--- src/rtl/retro_paint_pkg.sv ---
// Shared paint-path types: default command/coordinate widths, command codes and the
// {cmd,x,y} word carried from HID sources to the paint engine.
package retro_paint_pkg;

    localparam int DEF_CMD_W   = 3;
    localparam int DEF_COORD_W = 6;

    localparam logic [DEF_CMD_W-1:0] CMD_NOP   = 3'd0;
    localparam logic [DEF_CMD_W-1:0] CMD_DRAW  = 3'd1;
    localparam logic [DEF_CMD_W-1:0] CMD_ERASE = 3'd2;
    localparam logic [DEF_CMD_W-1:0] CMD_MOVE  = 3'd3;
    localparam logic [DEF_CMD_W-1:0] CMD_CLEAR = 3'd4;
    localparam logic [DEF_CMD_W-1:0] CMD_FILL  = 3'd5;

    typedef struct packed {
        logic [DEF_CMD_W-1:0]   cmd;
        logic [DEF_COORD_W-1:0] x;
        logic [DEF_COORD_W-1:0] y;
    } cmd_word_t;

endpackage

--- src/rtl/cmd_fifo.sv ---
// Synchronous per-channel command FIFO; a push on a full FIFO is taken only when a pop
// frees a slot in the same cycle.
module cmd_fifo
    import retro_paint_pkg::*;
#(
    parameter int WIDTH = 15,
    parameter int DEPTH = 4
) (
    input  logic             clk,
    input  logic             rstn,
    input  logic             push,
    input  logic             pop,
    input  logic [WIDTH-1:0] din,
    output logic [WIDTH-1:0] dout,
    output logic             full,
    output logic             empty
);

    localparam int AW = $clog2(DEPTH);

    logic [WIDTH-1:0] r_mem [DEPTH];
    logic [AW:0]      r_wr_ptr;
    logic [AW:0]      r_rd_ptr;
    logic             w_rd_en;
    logic             w_wr_en;

    // Extra pointer bit distinguishes full from empty when the indices coincide.
    assign empty   = (r_wr_ptr == r_rd_ptr);
    assign full    = (r_wr_ptr[AW] != r_rd_ptr[AW]) && (r_wr_ptr[AW-1:0] == r_rd_ptr[AW-1:0]);
    assign w_rd_en = pop && !empty;
    assign w_wr_en = push && (!full || w_rd_en);
    assign dout    = r_mem[r_rd_ptr[AW-1:0]];

    // Pointer update.
    always_ff @(posedge clk or negedge rstn) begin
        if (!rstn) begin
            r_wr_ptr <= '0;
            r_rd_ptr <= '0;
        end else begin
            if (w_wr_en) r_wr_ptr <= r_wr_ptr + (AW+1)'(1);
            if (w_rd_en) r_rd_ptr <= r_rd_ptr + (AW+1)'(1);
        end
    end

    // Storage write.
    always_ff @(posedge clk) begin
        if (w_wr_en) r_mem[r_wr_ptr[AW-1:0]] <= din;
    end

endmodule

--- src/rtl/hid_cmd_arbiter.sv ---
// N-channel paint command merger: per-channel FIFOs, round-robin grant, valid/ready output,
// sticky overflow and stretched activity LED. Define COORD_CLAMP_EN to clamp x/y on push.
module hid_cmd_arbiter
    import retro_paint_pkg::*;
#(
    parameter int N_CH       = 2,
    parameter int CMD_W      = DEF_CMD_W,
    parameter int COORD_W    = DEF_COORD_W,
    parameter int FIFO_DEPTH = 4,
    parameter int MAX_X      = 63,
    parameter int MAX_Y      = 63,
    parameter int LED_HOLD   = 2500000,
    localparam int CH_W      = (N_CH > 1) ? $clog2(N_CH) : 1
) (
    input  logic                    clk,
    input  logic                    rstn,
    input  logic [N_CH-1:0]         in_valid,
    input  logic [N_CH*CMD_W-1:0]   in_cmd,
    input  logic [N_CH*COORD_W-1:0] in_x,
    input  logic [N_CH*COORD_W-1:0] in_y,
    input  logic                    out_ready,
    output logic                    out_valid,
    output logic [CMD_W-1:0]        out_cmd,
    output logic [COORD_W-1:0]      out_x,
    output logic [COORD_W-1:0]      out_y,
    output logic [CH_W-1:0]         out_ch,
    output logic [N_CH-1:0]         overflow,
    output logic                    led
);

    localparam int WORD_W = CMD_W + 2*COORD_W;
    localparam int LED_W  = (LED_HOLD > 1) ? $clog2(LED_HOLD) : 1;
`ifdef COORD_CLAMP_EN
    localparam bit CLAMP_EN = 1'b1;
`else
    localparam bit CLAMP_EN = 1'b0;
`endif

    logic [N_CH-1:0]   w_full;
    logic [N_CH-1:0]   w_empty;
    logic [N_CH-1:0]   w_pop;
    logic [WORD_W-1:0] w_dout [N_CH];
    logic              w_load;
    logic              w_any;
    logic              w_hit;
    logic              w_accept;
    logic [CH_W-1:0]   w_grant;
    logic [CH_W-1:0]   w_idx;
    logic [CH_W:0]     w_sum;
    logic [CH_W-1:0]   w_next_rr;
    logic [CH_W-1:0]   r_rr_ptr;
    logic [LED_W-1:0]  r_led_cnt;

    assign w_load    = !out_valid || out_ready;
    assign w_next_rr = (w_grant == CH_W'(N_CH-1)) ? '0 : w_grant + CH_W'(1);
    assign w_accept  = |(in_valid & (~w_full | w_pop));

    for (genvar i = 0; i < N_CH; i++) begin : g_ch
        logic [COORD_W-1:0] w_raw_x;
        logic [COORD_W-1:0] w_raw_y;
        logic [COORD_W-1:0] w_x;
        logic [COORD_W-1:0] w_y;

        assign w_raw_x = in_x[i*COORD_W +: COORD_W];
        assign w_raw_y = in_y[i*COORD_W +: COORD_W];
        assign w_x     = (CLAMP_EN && (w_raw_x > COORD_W'(MAX_X))) ? COORD_W'(MAX_X) : w_raw_x;
        assign w_y     = (CLAMP_EN && (w_raw_y > COORD_W'(MAX_Y))) ? COORD_W'(MAX_Y) : w_raw_y;
        assign w_pop[i] = w_load && w_any && (w_grant == CH_W'(i));

        cmd_fifo #(
            .WIDTH (WORD_W),
            .DEPTH (FIFO_DEPTH)
        ) u_fifo (
            .clk   (clk),
            .rstn  (rstn),
            .push  (in_valid[i]),
            .pop   (w_pop[i]),
            .din   ({in_cmd[i*CMD_W +: CMD_W], w_x, w_y}),
            .dout  (w_dout[i]),
            .full  (w_full[i]),
            .empty (w_empty[i])
        );
    end

    // Round-robin scan: first non-empty FIFO starting at r_rr_ptr, wrapping mod N_CH.
    always_comb begin
        w_any   = 1'b0;
        w_grant = '0;
        w_sum   = '0;
        w_idx   = '0;
        w_hit   = 1'b0;
        for (int k = 0; k < N_CH; k++) begin
            w_sum   = {1'b0, r_rr_ptr} + (CH_W+1)'(k);
            w_idx   = (w_sum >= (CH_W+1)'(N_CH)) ? CH_W'(w_sum - (CH_W+1)'(N_CH)) : w_sum[CH_W-1:0];
            w_hit   = !w_any && !w_empty[w_idx];
            w_grant = w_hit ? w_idx : w_grant;
            w_any   = w_any | w_hit;
        end
    end

    // Output register and rotation pointer; word held while stalled.
    always_ff @(posedge clk or negedge rstn) begin
        if (!rstn) begin
            out_valid <= 1'b0;
            out_cmd   <= '0;
            out_x     <= '0;
            out_y     <= '0;
            out_ch    <= '0;
            r_rr_ptr  <= '0;
        end else if (w_load) begin
            if (w_any) begin
                out_valid                <= 1'b1;
                {out_cmd, out_x, out_y}  <= w_dout[w_grant];
                out_ch                   <= w_grant;
                r_rr_ptr                 <= w_next_rr;
            end else begin
                out_valid <= 1'b0;
            end
        end
    end

    // Sticky per-channel drop flags.
    always_ff @(posedge clk or negedge rstn) begin
        if (!rstn) begin
            overflow <= '0;
        end else begin
            overflow <= overflow | (in_valid & w_full & ~w_pop);
        end
    end

    // Active-low LED, retriggered by every accepted push.
    always_ff @(posedge clk or negedge rstn) begin
        if (!rstn) begin
            led       <= 1'b1;
            r_led_cnt <= '0;
        end else if (w_accept) begin
            led       <= 1'b0;
            r_led_cnt <= LED_W'(LED_HOLD - 1);
        end else if (r_led_cnt != '0) begin
            r_led_cnt <= r_led_cnt - LED_W'(1);
        end else begin
            led <= 1'b1;
        end
    end

endmodule
--- config.mk ---
export PLATFORM = sky130hd
export DESIGN_NAME = hid_cmd_arbiter
export DESIGN_NICKNAME = d
export VERILOG_FILES = /design/src/rtl/retro_paint_pkg.sv /design/src/rtl/cmd_fifo.sv /design/src/rtl/hid_cmd_arbiter.sv
export SDC_FILE = /design/constraint.sdc
export NUM_CORES = 1
export LEC_CHECK = 0
export ABC_CLOCK_PERIOD_IN_PS = 2550
export CAP_MARGIN = 30
export CORE_MARGIN = 2
export CORE_UTILIZATION = 40
export CTS_BUF_LIST = sky130_fd_sc_hd__clkbuf_8
export CTS_CLUSTER_SIZE = 12
export DETAILED_ROUTE_END_ITERATION = 6
export PLACE_DENSITY = 0.65
export SLEW_MARGIN = 0
export SYNTH_ARGS = -nofsm -noshare
export SYNTH_HDL_FRONTEND = slang
export SYNTH_SLANG_ARGS = --single-unit
--- constraint.sdc ---
create_clock -name clk -period 2.55 [get_ports clk]
set_clock_uncertainty 0.2 [all_clocks]
set_input_delay 0.255 -clock clk [delete_from_list [all_inputs] [get_ports clk]]
set_output_delay 0.255 -clock clk [all_outputs]
set_load 0.05 [all_outputs]
=== Word level (Yosys, flattened, before mapping) ===
Memory sizes are Yosys's and may differ from the RTL's.
Index checks and enable logic that the tools add are counted.

* Register bits: 55
* Memory bits (writable): 120
* Bits of input ports: 35
* Output and inout bits: 20
* Logic and storage cells: 91
* Memories kept: 2

* Add/sub/neg operators: 9
* Order comparisons: 5
* Equality and inequality tests: 7
* Mux-type cells: 21
* Bitwise gates (word level): 10
* Reductions and logical operators: 24

{| class="wikitable"
|+ Memories
! memory !! words !! width !! read ports !! clocked after memory_dff !! write ports !! line !! source
|-
| g_ch[0].u_fifo.r_mem || 4 || 15 || 1 || 0 || 1 || cmd_fifo.sv:21 || <nowiki>logic [WIDTH-1:0] r_mem [DEPTH];</nowiki>
|-
| g_ch[1].u_fifo.r_mem || 4 || 15 || 1 || 0 || 1 || cmd_fifo.sv:21 ||
|}

{| class="wikitable"
|+ Operators by type and width
! kind !! count
|-
| $mux W15 || 3
|-
| $mux W22 || 2
|-
| $reduce_bool A22 Y1 || 1
|-
| $sub A22 B1 Y22 const B || 1
|-
| $mux W1 || 16
|-
| $add A3 B1 Y3 const B || 4
|-
| $logic_and A1 B1 Y1 || 10
|-
| $logic_not A1 Y1 || 7
|-
| $and A2 B2 Y2 || 3
|-
| $eq A3 B3 Y1 || 2
|-
| $eq A2 B2 Y1 || 2
|-
| $ge A2 B2 Y1 const B || 2
|-
| $lt A1 B2 Y1 const B || 2
|-
| $not A2 Y2 || 2
|-
| $or A2 B2 Y2 || 2
|-
| $logic_or A1 B1 Y1 || 3
|-
| $add A1 B1 Y2 const B || 1
|-
| $ge A1 B2 Y1 const B || 1
|-
| $ne A1 B1 Y1 || 2
|-
| $ne A2 B2 Y1 const B || 1
|-
| $not A1 Y2 || 1
|-
| $reduce_and A2 Y1 || 1
|-
| $reduce_bool A2 Y1 || 1
|-
| $reduce_or A2 Y1 || 1
|-
| other kinds (4) || 5
|}

=== Depth between registers and ports, before layout ===
* Word-level depth: 15
* Depth in mapped cells: 8

=== Modules after synthesis ===
A second synthesis with hierarchy kept.

* Cells, all modules: 456
* Area, all modules: 7337.0 sq um

{| class="wikitable"
|+ Modules (own cells, without submodules)
! module !! instances !! cells each !! area each (sq um) !! sequential area each (sq um)
|-
| cmd_fifo at g_ch[0].u_fifo || 1 || 122 || 2632.5 || 1951.9
|-
| cmd_fifo at g_ch[1].u_fifo || 1 || 125 || 2628.8 || 1951.9
|-
| hid_cmd_arbiter || 1 || 209 || 2075.7 || 1077.3
|}

=== Least setup slack after synthesis ===
Ideal clock, no wire load.

* Path kind: register -> register
* Start: register g_ch[0].u_fifo.r_rd_ptr[0]
* End: memory g_ch[1].u_fifo.r_mem[3][0] (enable)
* Setup time: 374 ps
* Arrival time: 2033 ps
* Slack: -57 ps
* Cell stages (with the launch flop): 7
* Cell sequence: dfrtp_1 -> buf_2 -> xor2_1 -> or3_1 -> buf_2 -> a31oi_2 -> and2_1

* Longest elaborated chain between the ends: 13
* Elaborated cells on any way between the ends: 18
* Those cells by class: eq/ne (1); mux (8); bitwise (1); reduce/logical (8)

{| class="wikitable"
|+ RTL lines
! what !! line !! source
|-
| from (decl) || cmd_fifo.sv:23 || <nowiki>logic [AW:0] r_rd_ptr;</nowiki>
|-
| from (signal assigned) || cmd_fifo.sv:41 || <nowiki>if (w_rd_en) r_rd_ptr <= r_rd_ptr + (AW+1)'(1);</nowiki>
|-
| $eq A3 B3 Y1 * || cmd_fifo.sv:28 || <nowiki>assign empty = (r_wr_ptr == r_rd_ptr);</nowiki>
|-
| $mux W1 (implied by the code) (2 in series) || hid_cmd_arbiter.sv:95 || <nowiki>w_hit = !w_any && !w_empty[w_idx];</nowiki>
|-
| $logic_not A1 Y1 || hid_cmd_arbiter.sv:95 ||
|-
| $logic_and A1 B1 Y1 || hid_cmd_arbiter.sv:95 ||
|-
| $or A1 B1 Y1 || hid_cmd_arbiter.sv:97 || <nowiki>w_any = w_any | w_hit;</nowiki>
|-
| $logic_and A1 B1 Y1 || hid_cmd_arbiter.sv:68 || <nowiki>assign w_pop[i] = w_load && w_any && (w_grant == CH_W'(i));</nowiki>
|-
| $logic_and A1 B1 Y1 * || hid_cmd_arbiter.sv:68 ||
|-
| $logic_and A1 B1 Y1 * || cmd_fifo.sv:30 || <nowiki>assign w_rd_en = pop && !empty;</nowiki>
|-
| $logic_or A1 B1 Y1 * || cmd_fifo.sv:31 || <nowiki>assign w_wr_en = push && (!full || w_rd_en);</nowiki>
|-
| $logic_and A1 B1 Y1 * || cmd_fifo.sv:31 ||
|-
| $mux W1 * || cmd_fifo.sv:47 || <nowiki>if (w_wr_en) r_mem[r_wr_ptr[AW-1:0]] <= din;</nowiki>
|-
| $mux W1 (implied by the code) * || cmd_fifo.sv:47 ||
|-
| to (decl) || cmd_fifo.sv:21 ||
|}

Every way passes the cells marked *; elsewhere a longest branch is shown, timed or not. The select of a mux whose other input is x is not followed.

=== Final worst setup path ===
* Start: register g_ch[0].u_fifo.r_wr_ptr[1]
* End: memory g_ch[1].u_fifo.r_mem[1][5] (enable)

* Longest elaborated chain between the ends: 13
* Elaborated cells on any way between the ends: 18
* Those cells by class: eq/ne (1); mux (8); bitwise (1); reduce/logical (8)

{| class="wikitable"
|+ RTL lines
! what !! line !! source
|-
| from (decl) || cmd_fifo.sv:22 || <nowiki>logic [AW:0] r_wr_ptr;</nowiki>
|-
| from (signal assigned) || cmd_fifo.sv:40 || <nowiki>if (w_wr_en) r_wr_ptr <= r_wr_ptr + (AW+1)'(1);</nowiki>
|-
| $eq A3 B3 Y1 * || cmd_fifo.sv:28 ||
|-
| $mux W1 (implied by the code) (2 in series) || hid_cmd_arbiter.sv:95 ||
|-
| $logic_not A1 Y1 || hid_cmd_arbiter.sv:95 ||
|-
| $logic_and A1 B1 Y1 || hid_cmd_arbiter.sv:95 ||
|-
| $or A1 B1 Y1 || hid_cmd_arbiter.sv:97 ||
|-
| $logic_and A1 B1 Y1 || hid_cmd_arbiter.sv:68 ||
|-
| $logic_and A1 B1 Y1 * || hid_cmd_arbiter.sv:68 ||
|-
| $logic_and A1 B1 Y1 * || cmd_fifo.sv:30 ||
|-
| $logic_or A1 B1 Y1 * || cmd_fifo.sv:31 ||
|-
| $logic_and A1 B1 Y1 * || cmd_fifo.sv:31 ||
|-
| $mux W1 * || cmd_fifo.sv:47 ||
|-
| $mux W1 (implied by the code) * || cmd_fifo.sv:47 ||
|}

Marked as above.

==> results.py <==
metrics = {
    "detailed_routing": {
        "vias": 4037,
        "drtAntennaViolNets": 0,
        "drt-initial-drc-count": 297,
        "drt_wl_total_mm": 13.96,
        "avgRoutedWirePerCell_um": 18.20,
        "detail_route.drc_violations": 0,
        "drt-pass1-iter-count": 5,
        "routed_via_density": 5.263,
    },
    "setup_path": {
        "critPathLaunchType": "register",
        "regToRegSetupSlack_ps": 100,
        "cp.buffers_inverters": 0,
        "cp.arrival_ps": 2360,
        "crit_family": "simple AND/OR/NAND/NOR gates",
        "crit_type": "register to register",
        "worstPathRequired_ps": 2460,
        "r2r_start": "g_ch[0].u_fifo.r_wr_ptr[1]",
        "path_max_fanout": 15,
        "reg2reg_depth": 4,
        "slowest_stage": "and2_2",
        "max_stage_delay_ps": 500,
        "r2r_end": "g_ch[1].u_fifo.r_mem[1][5]",
        "crit_chain": "xor2_1 > or3_1 > a31oi_2 > and2_2",
        "end_kind": "register",
    },
    "layout": {
        "final_core_util": 0.4786,
        "drive_above_1_share": 0.2119,
        "area_growth_pct": 18.12,
        "instances_no_fill": 767,
        "antenna_cells": 0,
        "layout.nets": 572,
    },
    "sta": {
        "layout_setup_ws_ps": 102.5,
        "hold_viol_final": 0,
        "rsz0062_at_grt": "true",
        "slew_headroom": 0.5695,
        "fmax_mhz": 408.6,
        "drv_slew": 0,
        "period_share": 0.9598,
        "worst_pin_slew_ps": 645.8,
        "finalSetupViolations": 0,
        "post-route-min-period_ps": 2448,
    },
    "power": {
        "leakage_nw": 3.007,
        "ir_drop_uv": 1133,
        "powerDensity_mw_per_mm2": 1118,
        "power_mw": 9.545,
    },
    "place": {
        "post-place-ws_ps": 62.98,
        "place_congestion": 0.8199,
        "portBuffers": 54,
        "dpl.cell_count": 734,
        "dp_hpwl_mm": 9.369,
    },
    "die": {
        "die_x_um": 138.4,
        "io_pins": 55,
        "core-area_mm2": 0.01784,
        "rows": 49,
        "die-area_mm2": 0.01917,
        "start_util": 0.4052,
        "die-height_um": 138.4,
    },
    "job": {
        "maxCapViolCount": 0,
    },
    "logic_synthesis": {
        "synth_cells": 444,
        "ys.flop_type": "edfxtp_1",
        "synth_area_leaders": "edfxtp_1 50%, dfrtp_1 19%, mux4_2 9.3%, nand2_1 2.5%, ha_1 1.9%",
        "synth_edf_count": 120,
        "syn_nets": 490,
        "synth_area_leader_cell": "edfxtp_1",
        "syn_area_mm2": 0.007229,
        "synth_cell_types": 53,
        "synth.avg_cell_area_um2": 16.28,
        "synth.top_cell.area_share": 0.4984,
        "synth-async-reset-ratio": 0.3143,
        "synth-seq-cells": 175,
        "ys_seq_area_frac": 0.6890,
        "ys_warn_count": 0,
    },
    "clock_network": {
        "numCtsBuffers": 17,
        "cts-root-buf": "clkbuf_8",
        "cts_tree": "yes",
        "cts_sinks": 175,
        "cts_htree_levels": 4,
        "clk_pin_slew_ps": 100,
        "clock_path_buffers": 2,
        "clk_latency_ps": 460,
    },
    "global_route": {
        "grtUsageTotal": 0.1517,
        "grt_max_degree": 29,
        "antenna_found_initial": 0,
        "grt-ovfl-total": 0,
        "grt_pass1_wl_mm": 22.29,
        "grt_pass1_vias": 4058,
    },
    "hold_path": {
        "min_path_type": "input pin to async pin",
    },
    "status": {
        "status": "completed",
    },
}
-- cells in the final DEF (no fill, tap or decap), drive strengths merged, types with 10 or more instances in the layout --
master	count
a32oi	15
buf	26
clkbuf	17
clkdlybuf4s50	53
dfrtp	54
edfxtp	120
ha	11
inv	17
mux4	30
nand2	49
nor2	18
o21ai	11
or3	10
xnor2	10
xor2	12
-- flip-flops by register name (all words and copies together), names as in the netlist --
register,flops
out_x,6
r_led_cnt,22
out_ch,1
r_rr_ptr,1
overflow,2
g_ch.u_fifo.r_rd_ptr,6
out_y,6
out_valid,1
g_ch.u_fifo.r_mem,120
out_cmd,3
led,1
g_ch.u_fifo.r_wr_ptr,6
-- power breakdown --
part	internal [mW]	switching, mW	leakage (nW)	total (mW)
clock	0.707	1.07	0.187	1.77
sequential	3.79	0.305	1.73	4.10
combinational	1.52	2.16	1.09	3.68
-- cells by family after synthesis --
kind of cell / count (synthesis) / share of synthesized area
xor gates and xnor gates: 22 / 0.02769
adders and majority gates: 11 / 0.01904
and+or+nand+nor: 124 / 0.08948
DFF: 175 / 0.6890
AOI/OAI and AO/OA: 52 / 0.05833
buffers and inverters: 25 / 0.01575
muxes: 35 / 0.1007
-- through the flow --
stage / setup TNS [ps] / hold slack [ps] / area [um^2]
after floorplan: 0 / -240.6 / 7239
after global placement: 0 / 103.0 / 8158
after detailed placement: 0 / 115.7 / 8158
after CTS: 0 / 153.2 / 8527
after global routing: -1216 / 188.4 / 8539
final: 0 / 155.9 / 8539
-- layer usage --
metal  wire length (um)  GRT usage
met5                  0          0
met4                129    0.04189
met3                742    0.03914
met2               6848     0.2431
met1               6237     0.2074
-- timing repair --
action | in CTS | in global routing
hold buffers | 1 | 0
buffers inserted | 0 | 1
setup endpoints to repair | 0 | 65
hold endpoints to repair | 26 | 0
gates resized for setup | 0 | 4
-- worst max path at each step --
stage | to | cells after the start | startpoint | slack [ps]
after global placement | g_ch[1].u_fifo.r_mem[3][8] | 5 | out_ready | 110
after floorplan | g_ch[1].u_fifo.r_mem[3][0] | 6 | g_ch[0].u_fifo.r_rd_ptr[0] | 120
after detailed placement | g_ch[1].u_fifo.r_mem[3][10] | 5 | out_ready | 60
final | g_ch[1].u_fifo.r_mem[1][5] | 4 | g_ch[0].u_fifo.r_wr_ptr[1] | 100
after global routing | g_ch[1].u_fifo.r_mem[0][6] | 4 | g_ch[0].u_fifo.r_rd_ptr[2] | -40
after CTS | g_ch[1].u_fifo.r_mem[3][11] | 4 | g_ch[0].u_fifo.r_wr_ptr[1] | 50
-- area by class of cell --
class | instances | area (um^2)
tap | 229 | 286.5
sequential | 175 | 4981
timing repair buffer | 80 | 733.2
clock inverter | 14 | 125.1
fill | 1512 | 9301
clock buffer | 17 | 234.0
inverter | 8 | 30.03
multi-input combinational | 244 | 2150
-- synth_stat cells, drive strengths merged, types with 2 or more instances --
cell and instances:
a21oi 8, nand3b 2, a211oi 2, a32oi 15, nand2 49, clkbuf 5
nor3 4, dfrtp 54, nand4 2, xnor2 10, and2 8, or2 2
mux4 30, nand3 9, o41ai 3, xor2 12, nor2 18, nor2b 2
mux2 2, nand2b 3, or4 4, buf 12, mux2i 3, ha 11
nor4 6, o21ai 11, or3 10, a21o 2, inv 8, o31ai 2
edfxtp 120, o211ai 2, o21bai 2
No activity file was read; power rests on OpenSTA's default activity.
==> RTL change 1, RTL diff (same flow settings) <==
Change the parameter `FIFO_DEPTH` from 4 to 2.
--- a/src/rtl/hid_cmd_arbiter.sv
+++ b/src/rtl/hid_cmd_arbiter.sv
@@ -7,5 +7,5 @@
     parameter int CMD_W      = DEF_CMD_W,
     parameter int COORD_W    = DEF_COORD_W,
-    parameter int FIFO_DEPTH = 4,
+    parameter int FIFO_DEPTH = 2,
     parameter int MAX_X      = 63,
     parameter int MAX_Y      = 63,
Check against the original RTL: not equivalent (a bounded check fails within 4 cycles, from zero or initial values and one cycle with rstn low).
==> RTL change 1 against the original RTL <==
- critical path depth up 1
- synthesized area decreased by 37%
- via count down 29%
- largest cell class unchanged
- largest power group unchanged
- cell area decreased by 34%
- power is 32% lower
- count of clock-buffer cells in the layout fell by 7
- first-iteration DRC count down 32%
- sequential cell count is 64 lower
- highest routed layer unchanged
- sequential power is 34% lower
- setup slack improved by 0.091 ns
- critical endpoint is now r_led_cnt[1]$_DFFE_PN0P_
- wire length fell by 35%
==> RTL change 1: results (changes against the original RTL) <==
Critical path
  • Crit-path max FO: 6 (was 15)
  • CP max stage cell: or4_4 (was and2_2)
  • R2R Path End: r_led_cnt[1]$_DFFE_PN0P_ (was g_ch[1].u_fifo.r_mem[1][5]$_DFFE_PP_)
  • Arr. time, crit path: 2.47 ns (was 2.36 ns)
  • Worst R2R Setup Slack: 0.19 ns (was 0.10 ns)
  • CP endpoint: r_led_cnt[1]$_DFFE_PN0P_ (was g_ch[1].u_fifo.r_mem[1][5]$_DFFE_PP_)
  • R2R depth: 5 (was 4)

Cells and area
  • Layout fillers: 978 (was 1512)
  • Largest register FFs: 60 (was 120)
  • Non-Filler Instances: 551 (was 767)
  • # nets final: 439 (was 572)
  • Layout cell share with drive strength beyond 1: 12.75% (was 21.19%)

Synth
  • Sequential share of the synthesized area: 67.28% (was 68.90%)
  • Post-synth EDFFs: 60 (was 120)
  • Yosys cell types: 50 (was 53)
  • Syn_nets: 364 (was 490)
  • Synth area leaders: edfxtp_1, dfrtp_1, mux2i_1 (was edfxtp_1, dfrtp_1, mux4_2)

Global routing
  • Wire length of the first global-routing pass: 14970 µm (was 22290 µm)
  • Met3 Usage GRT: 3.499% (was 3.914%)
  • Met2 GRT Util: 26.71% (was 24.31%)

Route
  • Drt via density: 5.203 (was 5.263)
  • Routed WL: 9109 µm (was 13960 µm)
  • Pre-antenna DRT Iters: 4 (was 5)

Timing
  • Worst-margin pin slew: 0.5980 ns (was 0.6458 ns)

Power and ir drop
  • Pleak: 0.002137 µW (was 0.003007 µW)

Placed design
  • Dpl hpwl: 6186 µm (was 9369 µm)
  • Placed instance count: 534 (was 734)
  • GP Congestion: 0.8240 (was 0.8199)

Clock tree
  • Total CTS buffers: 9 (was 17)
  • CTS H-tree lvls: 3 (was 4)

Run status
  • Outcome: completed (unchanged)
RTL change 1: through the flow:
stage	utilization [%]	power [µW]	worst slack (ns)	instance area, µm²	hold WS, ns
final	50.03	6496	0.1932	5639	0.2064
after global routing	50.03	6866	0.07080	5639	0.2323
after global placement	47.97	5372	0.2350	5408	0.09270
after floorplan	-	4458	0.04258	4579	-0.2406
after detailed placement	47.97	5431	0.2201	5408	0.09950
after CTS	50.03	6573	0.1912	5639	0.2123
RTL change 1: area by class of cell:
type                    instances  area share [%]
clock inverters                 6           1.487
well taps                     143           3.173
multi-input cells             202           25.54
flip-flops and latches        111           54.60
repair buffers                 74           12.43
clock buffers                  10           2.441
inverters                       5          0.3328
RTL change 1: power by group:
group	leakage [µW]	total [µW]	internal [µW]	switching, µW
clock network	0.000112	1140	505	632
registers	0.00115	2720	2470	241
logic	0.000879	2640	1000	1640
total	0.00214	6500	3980	2510
RTL change 1: kinds of logic after synthesis:
logic type	count (synthesis)	share of synthesized area (%)
compound gates	49	7.983
xor+xnor	22	4.210
fa+ha+maj	1	0.2733
buf+inv	15	1.367
flops	111	67.28
mux	33	7.244
simple gates	97	11.65
RTL change 1: repair_timing:
action                                 CTS  global route
endpoints found under the hold margin   23             0
setup endpoints to repair                0             0
hold buffers                             1             0
buffers inserted                         0             0
RTL change 1: per-layer routing:
metal | share of wire, % | wire (µm)
met2 | 50 | 4563
met1 | 44 | 4042
met5 | 0 | 0
met4 | 1.8 | 164
met3 | 3.7 | 339
==> RTL change 2, RTL diff (same flow settings) <==
Without the edit above. Put one more register stage on the output `overflow`, cleared by the reset. The value now appears one clock later. The other outputs are not delayed to match.
--- a/src/rtl/hid_cmd_arbiter.sv
+++ b/src/rtl/hid_cmd_arbiter.sv
@@ -31,4 +31,6 @@
     localparam int WORD_W = CMD_W + 2*COORD_W;
     localparam int LED_W  = (LED_HOLD > 1) ? $clog2(LED_HOLD) : 1;
+
+    logic [N_CH-1:0] overflow_s0;
 `ifdef COORD_CLAMP_EN
     localparam bit CLAMP_EN = 1'b1;
@@ -123,7 +125,7 @@
     always_ff @(posedge clk or negedge rstn) begin
         if (!rstn) begin
-            overflow <= '0;
+            overflow_s0 <= '0;
         end else begin
-            overflow <= overflow | (in_valid & w_full & ~w_pop);
+            overflow_s0 <= overflow_s0 | (in_valid & w_full & ~w_pop);
         end
     end
@@ -144,3 +146,11 @@
     end
 
+    always_ff @(posedge clk or negedge rstn) begin
+        if (!rstn) begin
+            overflow <= '0;
+        end else begin
+            overflow <= overflow_s0;
+        end
+    end
+
 endmodule
Behaviour: not the same (a bounded check fails within 10 cycles, from zero or initial values and one cycle with rstn low).
==> RTL change 2 against the original RTL <==
- final cell count increased by 0.26%
- cell area increased by 2.2%
- first-iteration DRC count decreased by 2.4%
- sequential share of layout area is 0.67 points lower
- synthesized area rose by 0.73%
- sequential cell count rose by 2
- die area up 0.70%
- worst hold slack better by 0.036 ns
- setup slack improved by 0.020 ns
- power increased by 2.6%
- wire length decreased by 1.8%
- largest cell class unchanged
- highest routed layer unchanged
==> RTL change 2: results (changes against the original RTL) <==
Clock tree
  • Post-CTS Setup Bufs: 0 (unchanged)
  • Reg clk slew, reported paths: 0.10 ns (about the same)
  • Post-CTS resize count: 0 (unchanged)

Power and ir drop
  • Peak VDD IR: 0.9725 mV (was 1.133 mV)
  • Switching part of the total: 37.17% (was 36.95%)
  • Pleak: 0.003074 µW (was 0.003007 µW)

Synth
  • Syn_nets: 488 (was 490)
  • Sequential share of the synthesized area: 69.09% (was 68.90%)
  • Synthesized area per cell: 16.48 µm² (was 16.28 µm²)
  • Synth area leaders: edfxtp_1, dfrtp_1, mux4_2 (unchanged)
  • YS warnings: 0 (unchanged)
  • Fraction of registers with async set/reset: 32.20% (was 31.43%)
  • Top post-synthesis cells by count: edfxtp_1, dfrtp_1, nand2_1 (unchanged)

Placed design
  • GP Congestion: 0.8422 (was 0.8199)
  • Placed instance count: 736 (was 734)
  • Placement Setup Slack: 0.04116 ns (was 0.06298 ns)
  • Dpl hpwl: 9248 µm (was 9369 µm)
  • Placed cell areas: 0.008323 mm² (was 0.008158 mm²)

Critical path
  • R2R Path End: r_led_cnt[2]$_DFFE_PN0P_ (was g_ch[1].u_fifo.r_mem[1][5]$_DFFE_PP_)
  • Arr. time, crit path: 2.56 ns (was 2.36 ns)
  • Crit path from: r_led_cnt[0]$_DFFE_PN0P_ (was g_ch[0].u_fifo.r_wr_ptr[1]$_DFFE_PN0P_)
  • CP max stage cell: or3b_2 (was and2_2)
  • Worst R2R Setup Slack: 0.12 ns (was 0.10 ns)
  • Worst reg2reg path startpoint: r_led_cnt[0]$_DFFE_PN0P_ (was g_ch[0].u_fifo.r_wr_ptr[1]$_DFFE_PN0P_)
  • Crit-path max FO: 6 (was 15)
  • R2R depth: 7 (was 4)

Route
  • Routed len/inst: 17.83 µm (was 18.20 µm)
  • Routed WL: 13710 µm (was 13960 µm)
  • DRT iter0 DRCs: 290 (was 297)
  • Pre-antenna DRT Iters: 4 (was 5)
  • Drt via density: 5.221 (was 5.263)

Timing
  • Worst slew margin: 51.94% (was 56.95%)
  • Final worst-path cycle share: 95.20% (was 95.98%)
  • Hold_ws: 0.1917 ns (was 0.1559 ns)

Cells and area
  • # nets final: 573 (was 572)
  • Layout cell share with drive strength beyond 1: 20.00% (was 21.19%)

Global routing
  • Largest net degree at the start of global routing: 32 (was 29)
  • Wire length of the first global-routing pass: 22100 µm (was 22290 µm)
  • GR Util All Layers: 14.87% (was 15.17%)
  • Vias in the first global route: 4152 (was 4058)

Run status
  • Outcome: completed (unchanged)
-- RTL change 2: cell families (layout without fill, tap and decap cells) --
group,count (synthesis),in the layout,synth area share (%)
AND/OR/NAND/NOR,120,120,8.024
adder cells (fa/ha/maj),11,11,1.890
multiplexers,32,32,9.639
XOR/XNOR,31,31,3.935
AO/OA/AOI/OAI,44,44,5.413
flip-flops,177,177,69.09
buffers and inverters,27,125,2.010
-- RTL change 2: worst max path at each step --
| stage | endpoint | cells past startpoint |
|---|---|---|
| floorplan | g_ch[0].u_fifo.r_mem[0][0]$_DFFE_PP_ | 6 |
| global placement | g_ch[1].u_fifo.r_wr_ptr[2]$_DFFE_PN0P_ | 8 |
| detailed placement | r_led_cnt[2]$_DFFE_PN0P_ | 7 |
| CTS | r_led_cnt[2]$_DFFE_PN0P_ | 7 |
| global route | r_led_cnt[2]$_DFFE_PN0P_ | 7 |
| finish | r_led_cnt[2]$_DFFE_PN0P_ | 7 |
-- RTL change 2: final cells by class --
cell class	instances	area, µm²
Inverter	9	33.78
Clock inverter	15	153.9
Multi-Input combinational cell	238	2111
Sequential cell	177	5031
Clock buffer	17	234.0
Timing Repair Buffer	84	875.8
Tap cell	229	286.5
Fill cell	1521	9176
-- RTL change 2: power by group through the flow --
stage	combinational (µW)	clock, µW	sequential (µW)
floorplan	2170	0	4590
global placement	3760	0	4180
detailed placement	3840	0	4220
CTS	3860	1890	4160
global route	4090	2010	4220
finish	3790	1850	4150
-- RTL change 2: routing by layer --
metal	part of all wire, %	GRT usage, %	routed length [µm]	vias up
li1	-	-	-	1852
met1	44	19.44	6064	2061
met2	50	24.76	6884	91
met3	4.3	3.936	587	11
met4	1.3	4.200	173	0
met5	0	0	0	-
